**config.mk**
```make
export PLATFORM = sky130hd
export DESIGN_NAME = lcd_rect_sequencer
export DESIGN_NICKNAME = d
export VERILOG_FILES = /design/src/rtl/lcd_seq_pkg.sv /design/src/rtl/lcd_delay_timer.sv /design/src/rtl/lcd_rect_sequencer.sv
export SDC_FILE = /design/constraint.sdc
export NUM_CORES = 1
export LEC_CHECK = 0
export ABC_AREA = 1
export CORE_MARGIN = 2
export CORE_UTILIZATION = 61
export DETAILED_ROUTE_END_ITERATION = 10
export GPL_ROUTABILITY_DRIVEN = 0
export PLACE_DENSITY = 0.8
export SYNTH_ARGS = -nofsm -noshare
export SYNTH_HDL_FRONTEND = slang
export SYNTH_SLANG_ARGS = --single-unit
```
**constraint.sdc**
```tcl
create_clock -name i_clk -period 9.22 [get_ports i_clk]
set_input_delay 2.305 -clock i_clk [delete_from_list [all_inputs] [get_ports i_clk]]
set_output_delay 2.305 -clock i_clk [all_outputs]
set_load 0.05 [all_outputs]
```
**src/rtl/lcd_seq_pkg.sv**
```systemverilog
// lcd_seq_pkg: shared definitions for the SPI LCD command/data sequencer.
//   - panel command opcodes and the COLMOD pixel-format argument
//   - sequencer state enum
//   - init_entry_t: one outgoing byte tagged with its D/C flag
//   - helpers that map a per-state byte index to the byte to send
package lcd_seq_pkg;

  localparam logic [7:0] CMD_SLPOUT   = 8'h11;
  localparam logic [7:0] CMD_COLMOD   = 8'h3A;
  localparam logic [7:0] COLMOD_16BPP = 8'h55;
  localparam logic [7:0] CMD_DISPON   = 8'h29;
  localparam logic [7:0] CMD_CASET    = 8'h2A;
  localparam logic [7:0] CMD_PASET    = 8'h2B;
  localparam logic [7:0] CMD_RAMWR    = 8'h2C;

  localparam int INIT_LEN = 3;

  typedef enum logic [3:0] {
    ST_RST_LOW,
    ST_RST_HIGH,
    ST_SLPOUT,
    ST_SLP_WAIT,
    ST_INIT,
    ST_IDLE,
    ST_CASET,
    ST_PASET,
    ST_RAMWR,
    ST_PIXELS,
    ST_FINISH
  } state_e;

  // dc: 0 = command, 1 = data
  typedef struct packed {
    logic       dc;
    logic [7:0] data;
  } init_entry_t;

  // Post-SLPOUT init table: COLMOD 16bpp, then display on.
  function automatic init_entry_t init_entry(input logic [2:0] idx);
    init_entry_t e;
    case (idx)
      3'd0:    begin e.dc = 1'b0; e.data = CMD_COLMOD;   end
      3'd1:    begin e.dc = 1'b1; e.data = COLMOD_16BPP; end
      3'd2:    begin e.dc = 1'b0; e.data = CMD_DISPON;   end
      default: begin e.dc = 1'b0; e.data = 8'h00;        end
    endcase
    return e;
  endfunction

  // CASET/PASET frame: command, then start and end address, MSB first.
  function automatic init_entry_t addr_entry(input logic [7:0]  cmd,
                                             input logic [2:0]  idx,
                                             input logic [15:0] a0,
                                             input logic [15:0] a1);
    init_entry_t e;
    case (idx)
      3'd0:    begin e.dc = 1'b0; e.data = cmd;       end
      3'd1:    begin e.dc = 1'b1; e.data = a0[15:8];  end
      3'd2:    begin e.dc = 1'b1; e.data = a0[7:0];   end
      3'd3:    begin e.dc = 1'b1; e.data = a1[15:8];  end
      3'd4:    begin e.dc = 1'b1; e.data = a1[7:0];   end
      default: begin e.dc = 1'b0; e.data = 8'h00;     end
    endcase
    return e;
  endfunction

endpackage

```
**src/rtl/lcd_delay_timer.sv**
```systemverilog
// lcd_delay_timer: load / count-down / expire counter.
// Ports:
//   i_clk      system clock
//   i_rst      synchronous active-high reset; reloads the counter so the
//              state entered on reset is timed from reset release
//   i_load     reload with DELAY-1 (asserted on the edge entering a delay state)
//   o_expired  high on the last of the DELAY cycles counted from the load
module lcd_delay_timer #(
  parameter int DELAY = 1_350_000
) (
  input  logic i_clk,
  input  logic i_rst,
  input  logic i_load,
  output logic o_expired
);

  localparam int CW = (DELAY > 1) ? $clog2(DELAY) : 1;
  localparam logic [CW-1:0] LOAD_VAL = CW'(DELAY - 1);

  logic [CW-1:0] cnt_q, cnt_d;

  always_comb begin
    cnt_d = cnt_q;
    if (i_load)
      cnt_d = LOAD_VAL;
    else if (cnt_q != '0)
      cnt_d = cnt_q - CW'(1);
  end

  always_ff @(posedge i_clk) begin
    if (i_rst) cnt_q <= LOAD_VAL;
    else       cnt_q <= cnt_d;
  end

  assign o_expired = (cnt_q == '0);

endmodule

```
**src/rtl/lcd_rect_sequencer.sv**
```systemverilog
// lcd_rect_sequencer: command/data sequencer for the SPI LCD.
// After reset it holds the panel in reset, releases it, sends SLPOUT, waits,
// sends COLMOD/DISPON and turns the backlight on. In IDLE it accepts
// rectangle fills and streams CASET, PASET, RAMWR and 2*w*h colour bytes
// over a valid/ready byte handshake.
//
// Ports:
//   i_clk, i_rst                  clock, synchronous active-high reset
//   i_start                       request strobe (sampled only in IDLE)
//   i_x, i_y, i_w, i_h, i_color   rectangle corner, size, RGB565 colour
//   o_data, o_dc, o_valid         byte to transmitter (dc 0 = cmd, 1 = data)
//   i_ready                       transmitter accepts the byte this cycle
//   o_lcd_rst                     panel reset, active-low
//   o_led                         backlight, on once init completes
//   o_busy                        high outside IDLE/FINISH
//   o_done, o_err                 end-of-request pulse; o_err marks a reject
//
// Build option: LCD_SEQ_CLIP_EN clips rectangles that run past the panel
// edge instead of rejecting them.
module lcd_rect_sequencer
  import lcd_seq_pkg::*;
#(
  parameter int DELAY  = 1_350_000,
  parameter int WIDTH  = 240,
  parameter int HEIGHT = 320
) (
  input  logic        i_clk,
  input  logic        i_rst,
  input  logic        i_start,
  input  logic [15:0] i_x,
  input  logic [15:0] i_y,
  input  logic [15:0] i_w,
  input  logic [15:0] i_h,
  input  logic [15:0] i_color,
  output logic [7:0]  o_data,
  output logic        o_dc,
  output logic        o_valid,
  input  logic        i_ready,
  output logic        o_lcd_rst,
  output logic        o_led,
  output logic        o_busy,
  output logic        o_done,
  output logic        o_err
);

  localparam int PIX_W = $clog2(WIDTH * HEIGHT + 1);
  localparam logic [16:0] WIDTH17  = 17'(WIDTH);
  localparam logic [16:0] HEIGHT17 = 17'(HEIGHT);

  state_e           state_q, state_d;
  logic [2:0]       idx_q, idx_d;      // byte index within INIT/CASET/PASET
  logic             half_q, half_d;    // 0: colour MSB next, 1: LSB next
  logic [PIX_W-1:0] pix_q, pix_d;      // pixels still to send
  logic [15:0]      x0_q, x0_d, x1_q, x1_d;
  logic [15:0]      y0_q, y0_d, y1_q, y1_d;
  logic [15:0]      color_q, color_d;
  logic             err_q, err_d;
  logic             led_q, led_d;

  logic tmr_load, tmr_expired;
  logic xfer;

  lcd_delay_timer #(.DELAY(DELAY)) u_timer (
    .i_clk     (i_clk),
    .i_rst     (i_rst),
    .i_load    (tmr_load),
    .o_expired (tmr_expired)
  );

  // ---------------------------------------------------------------------
  // Request check and geometry, evaluated on the live inputs; only used on
  // the accepting cycle, where the results are latched.
  // ---------------------------------------------------------------------
  logic [16:0]      x_end, y_end;
  logic             ovf_x, ovf_y, bad_req, reject;
  logic [15:0]      w_eff, h_eff;
  logic [16:0]      x1_full, y1_full;
  logic [PIX_W-1:0] pix_total;
  logic             unused_bits;

  always_comb begin
    x_end   = {1'b0, i_x} + {1'b0, i_w};
    y_end   = {1'b0, i_y} + {1'b0, i_h};
    ovf_x   = (x_end > WIDTH17);
    ovf_y   = (y_end > HEIGHT17);
    bad_req = (i_w == '0) || (i_h == '0) ||
              ({1'b0, i_x} >= WIDTH17) || ({1'b0, i_y} >= HEIGHT17);
`ifdef LCD_SEQ_CLIP_EN
    reject  = bad_req;
    w_eff   = ovf_x ? 16'(WIDTH17  - {1'b0, i_x}) : i_w;
    h_eff   = ovf_y ? 16'(HEIGHT17 - {1'b0, i_y}) : i_h;
`else
    reject  = bad_req || ovf_x || ovf_y;
    w_eff   = i_w;
    h_eff   = i_h;
`endif
    x1_full = {1'b0, i_x} + {1'b0, w_eff} - 17'd1;
    y1_full = {1'b0, i_y} + {1'b0, h_eff} - 17'd1;
    // Truncation is exact for accepted requests: w_eff*h_eff <= WIDTH*HEIGHT.
    pix_total = PIX_W'(w_eff) * PIX_W'(h_eff);
  end

  // Accepted end addresses always fit in 16 bits.
  assign unused_bits = x1_full[16] ^ y1_full[16];

  // ---------------------------------------------------------------------
  // Byte presented to the transmitter: purely a function of registered
  // state, so it is stable for as long as the handshake stalls.
  // ---------------------------------------------------------------------
  init_entry_t ob;

  always_comb begin
    ob      = '0;
    o_valid = 1'b0;
    case (state_q)
      ST_SLPOUT: begin
        o_valid = 1'b1;
        ob.dc   = 1'b0;
        ob.data = CMD_SLPOUT;
      end
      ST_INIT: begin
        o_valid = 1'b1;
        ob      = init_entry(idx_q);
      end
      ST_CASET: begin
        o_valid = 1'b1;
        ob      = addr_entry(CMD_CASET, idx_q, x0_q, x1_q);
      end
      ST_PASET: begin
        o_valid = 1'b1;
        ob      = addr_entry(CMD_PASET, idx_q, y0_q, y1_q);
      end
      ST_RAMWR: begin
        o_valid = 1'b1;
        ob.dc   = 1'b0;
        ob.data = CMD_RAMWR;
      end
      ST_PIXELS: begin
        o_valid = 1'b1;
        ob.dc   = 1'b1;
        ob.data = half_q ? color_q[7:0] : color_q[15:8];
      end
      default: ;
    endcase
  end

  assign o_data    = ob.data;
  assign o_dc      = ob.dc;
  assign xfer      = o_valid && i_ready;
  assign o_lcd_rst = (state_q != ST_RST_LOW);
  assign o_led     = led_q;
  // FINISH is the done cycle; busy already drops there.
  assign o_busy    = !((state_q == ST_IDLE) || (state_q == ST_FINISH));
  assign o_done    = (state_q == ST_FINISH);
  assign o_err     = (state_q == ST_FINISH) && err_q;

  // ---------------------------------------------------------------------
  // Next state
  // ---------------------------------------------------------------------
  always_comb begin
    state_d  = state_q;
    idx_d    = idx_q;
    half_d   = half_q;
    pix_d    = pix_q;
    x0_d     = x0_q;
    x1_d     = x1_q;
    y0_d     = y0_q;
    y1_d     = y1_q;
    color_d  = color_q;
    err_d    = err_q;
    led_d    = led_q;
    tmr_load = 1'b0;

    case (state_q)
      ST_RST_LOW: begin
        if (tmr_expired) begin
          state_d  = ST_RST_HIGH;
          tmr_load = 1'b1;
        end
      end
      ST_RST_HIGH: begin
        if (tmr_expired) state_d = ST_SLPOUT;
      end
      ST_SLPOUT: begin
        if (xfer) begin
          state_d  = ST_SLP_WAIT;
          tmr_load = 1'b1;
        end
      end
      ST_SLP_WAIT: begin
        if (tmr_expired) begin
          state_d = ST_INIT;
          idx_d   = '0;
        end
      end
      ST_INIT: begin
        if (xfer) begin
          if (idx_q == 3'(INIT_LEN - 1)) begin
            idx_d   = '0;
            led_d   = 1'b1;
            state_d = ST_IDLE;
          end else begin
            idx_d = idx_q + 3'd1;
          end
        end
      end
      ST_IDLE: begin
        if (i_start) begin
          x0_d    = i_x;
          y0_d    = i_y;
          x1_d    = x1_full[15:0];
          y1_d    = y1_full[15:0];
          color_d = i_color;
          pix_d   = pix_total;
          err_d   = reject;
          idx_d   = '0;
          half_d  = 1'b0;
          state_d = reject ? ST_FINISH : ST_CASET;
        end
      end
      ST_CASET, ST_PASET: begin
        if (xfer) begin
          if (idx_q == 3'd4) begin
            idx_d   = '0;
            state_d = (state_q == ST_CASET) ? ST_PASET : ST_RAMWR;
          end else begin
            idx_d = idx_q + 3'd1;
          end
        end
      end
      ST_RAMWR: begin
        if (xfer) state_d = ST_PIXELS;
      end
      ST_PIXELS: begin
        if (xfer) begin
          if (!half_q) begin
            half_d = 1'b1;
          end else begin
            half_d = 1'b0;
            pix_d  = pix_q - PIX_W'(1);
            if (pix_q == PIX_W'(1)) state_d = ST_FINISH;
          end
        end
      end
      ST_FINISH: begin
        err_d   = 1'b0;
        state_d = ST_IDLE;
      end
      default: state_d = ST_RST_LOW;
    endcase
  end

  always_ff @(posedge i_clk) begin
    if (i_rst) begin
      state_q <= ST_RST_LOW;
      idx_q   <= '0;
      half_q  <= 1'b0;
      pix_q   <= '0;
      x0_q    <= '0;
      x1_q    <= '0;
      y0_q    <= '0;
      y1_q    <= '0;
      color_q <= '0;
      err_q   <= 1'b0;
      led_q   <= 1'b0;
    end else begin
      state_q <= state_d;
      idx_q   <= idx_d;
      half_q  <= half_d;
      pix_q   <= pix_d;
      x0_q    <= x0_d;
      x1_q    <= x1_d;
      y0_q    <= y0_d;
      y1_q    <= y1_d;
      color_q <= color_d;
      err_q   <= err_d;
      led_q   <= led_d;
    end
  end

endmodule

```
==> key figures <==
Run status
  • Status: complete, no violations

Global route
  • Largest net degree at the start of global routing: 94
  • Initial antenna violation count: 0
  • Total congestion overflow: 0
  • First-pass GRT wire length: 64200 um
  • Number of global-route vias before repair: 13000
  • GRT Util Overall: 33.8%

Worst setup path
  • CP endpoint: pix_q[16]
  • CP bufs+invs: 5
  • CP required: 9.58 ns
  • Reg2Reg Setup Slack: 6.38 ns
  • Critical path peak fanout: 19
  • Cells on worst reg2reg path: 12
  • CP Depth: 19
  • Worst R2R End: pix_q[0]
  • Worst endpoint data arrival time: 8.10 ns
  • Critical R2R Launch: state_q[3]
  • Slowest cell on the critical path: clkdlybuf4s50_1
  • Critical Path Source Type: input port
  • Crit path kind: in -> reg
  • CP cell instances: clkdlybuf4s50_1, nand2_1, fa_1, inv_1, fa_1, fa_1, inv_1, fa_1, fa_1, fa_1, inv_1, ha_1, a21oi_1, o221ai_1, a31oi_1, inv_1, nand3_1, nand3_1, a21oi_1
  • CP top delay family: adder cells
  • Setup crit end kind: flip-flop
  • Crit. Startpoint: i_w[1]
  • Cell repeated most along the worst path: fa_1
  • Crit-path max cell delay: 0.99 ns

Logic synthesis
  • Sequential area share after synthesis: 18.7%
  • Top FF cell, synth: dfxtp_1
  • Unique masters post-synth: 61
  • Ys async rst share: 0%
  • Synthesized Nets: 2354
  • Ys Warns: 0
  • Netlist Area Pre-Place: 0.0137 mm2
  • Synth Register Bits: 128
  • Average size of a mapped cell: 6.59 um2
  • Cells after synthesis: 2082
  • Number of synthesized flops with an enable pin: 0

Route
  • Post-route DRC: 0
  • Post-DR wirelength/cell: 16.2 um
  • Initial DRT Pass Iterations: 5
  • Final wirelength: 39300 um
  • Antenna Violating Nets Remaining: 0
  • DRT iter0 DRCs: 1298
  • Via Count: 13700
  • Vias per Instance: 5.65

Power
  • Design Power: 3.10 mW
  • Flop pwr share: 18.0%
  • Sw frac: 46.1%
  • P_sw: 1.43 mW
  • Leak: 7.81 nW
  • P_int: 1.67 mW
  • PwrDens: 201 mW/mm2
  • Logic gate share of total power: 60.0%
  • Clock power frac: 21.9%
  • Maximum VDD drop: 328 uV

Place
  • Post-detail-place hpwl: 30600 um
  • I/O Buffers: 98

Clocking
  • Clock transition at the registers of the reported paths: 0.06 ns
  • Hold_buf cts: 0
  • CTS tree: yes
  • CTS Sinks: 128
  • Max Root-Sink Buffers: 2
  • Clock Latency Late Sink: 0.43 ns
  • H-tree Lvls: 4
  • TritonCTS Buffers: 17
  • CTS resizes: 0
  • Post-CTS setup buffers: 0
  • CTS root buffer: clkbuf_16

Final layout
  • Layout cells sized above 1: 5.57%
  • Most common cell after layout, fill and taps aside: nand2_1
  • Area delta synth->final: 12.5%
  • Most frequent cells in the layout: 464 x nand2_1, 434 x inv_1, 180 x nor2_1, 134 x o21ai_0, 128 x dfxtp_1
  • Final nets: 2412

Floorplanning
  • Site row count: 54
  • Core area: 0.0220 mm2
  • Die ar.: 0.0237 mm2
  • Boundary Pins: 99
  • Die height: 154 um
  • Initial Util: 62.5%
  • Die width: 154 um

Timing
  • Fin. max-slew vios: 0
  • Worst rel slew slack: 39.9%
  • Fin crit period: 7.74 ns
  • Worst clock skew: 0.00950 ns
  • Final-report setup violation count: 0
  • F_max: 0.129 GHz
  • Period utilization: 83.9%
  • Final hold vios: 0
  • RSZ-0062 raised after global routing: false
  • Slew @ Worst Pin: 0.901 ns
  • Setup TNS: 0 ns

Flow run
  • Max_cap viols: 0

Worst hold path
  • Min-Delay Path Class: reg -> reg
## area by class of cell
cell class	instances	area [um2]
Antenna cell	1	2.50
Clock buffer	18	429
Clock inverter	14	158
Fill cell	1871	6530
Inverter	453	1700
Multi-Input combinational cell	1435	9200
Sequential cell	128	2560
Tap cell	280	350
Timing Repair Buffer	105	1030
## power groups by stage
stage          combinational, mW  clock (mW)  sequential (mW)
2_1_floorplan               1.40           0            0.570
3_5_place_dp                1.81           0            0.571
5_1_grt                     2.13       0.707            0.559
3_3_place_gp                1.75           0            0.570
4_1_cts                     1.83       0.681            0.558
6_report                    1.86       0.678            0.558
## worst reg2reg max path, stage by stage (launching register included)
cell and delay, ns:
dfxtp_1 0.42, inv_1 0.06, nor2_1 0.11, inv_2 0.08, nor2_2 0.10, buf_4 0.28, inv_1 0.47, o21ai_1 0.29
inv_1 0.14, nor2_8 0.27, inv_2 0.15, nand2_1 0.23, o32ai_1 0.12
## cell usage after synthesis, types with 3 or more instances
cell type  instances  area share [%]
nand3b_1           7            0.38
nor2_2            18            0.82
o22ai_1           13            0.59
o211ai_1          11            0.60
nand2_1          464              13
nand3_1           86             3.1
inv_2             17            0.47
nor2_1           180             4.9
o31ai_1            7            0.38
nand3_2            6            0.44
buf_1              3           0.082
a21oi_1          119             4.3
a211oi_1           4            0.22
a31oi_1           11            0.50
nor2_4             8            0.66
xnor2_1           20             1.3
xor2_2             3            0.36
o21a_1             7            0.38
o21ai_0          134             4.9
nand4_1           23             1.0
dfxtp_1          128              19
o221ai_1           5            0.32
or2_2              4            0.18
or2_1              3            0.14
a32o_1             3            0.22
inv_1            434              12
nand2_2           15            0.68
nor4_1             6            0.27
o2111ai_1          7            0.45
o21ai_1            7            0.26
o21bai_1           4            0.22
ha_1              92             8.4
fa_1              96              14
clkbuf_1          53             1.4
nor3_1            18            0.66
buf_2              8            0.29
xor2_1            25             1.6
## cell families (layout without fill, tap and decap cells)
group | Yosys count | after routing | share of synthesized area (%)
other cells | 0 | 1 | 0
xor+xnor | 48 | 48 | 3.23
buf+inv | 519 | 590 | 14.3
simple gates | 851 | 851 | 27.0
compound gates | 348 | 348 | 14.4
fa+ha+maj | 188 | 188 | 22.4
flops | 128 | 128 | 18.7
## sequential cells by signal, indices dropped and copies added (netlist names), 3 cells and up
signal	cells
y0_q	16
u_timer.cnt_q	21
color_q	16
state_q	4
idx_q	3
x1_q	16
x0_q	16
pix_q	17
y1_q	16
## metrics by stage
stage	utilization, %	hold WS [ns]	cell area (um2)	worst slack (ns)	cells
2_1_floorplan	-	0.424	13700	1.93	2082
3_3_place_gp	67.6	0.436	14800	1.22	2401
3_5_place_dp	67.6	0.444	14800	1.05	2401
4_1_cts	70.3	0.452	15400	1.48	2433
5_1_grt	70.3	0.477	15400	1.16	2433
6_report	70.3	0.453	15400	1.48	2434
## how the worst min path moves through the flow
stage / slack [ns] / cells after the start / endpoint / from
finish: 0.45 / 2 / color_q[6] / color_q[6]
floorplan: 0.42 / 2 / color_q[13] / color_q[13]
detailed placement: 0.44 / 2 / x0_q[15] / x0_q[15]
global route: 0.48 / 2 / x0_q[4] / x0_q[4]
global placement: 0.44 / 2 / color_q[15] / color_q[15]
CTS: 0.45 / 2 / color_q[15] / color_q[15]
## layer usage
layer / GRT usage [%] / wire length [um] / vias up
li1: - / - / 6622
met1: 45.7 / 16800 / 6374
met2: 54.1 / 17300 / 647
met3: 6.26 / 3830 / 102
met4: 12.2 / 1340 / 0
met5: 0 / 0 / -
Note: power is estimated with default switching activity, not from simulation.
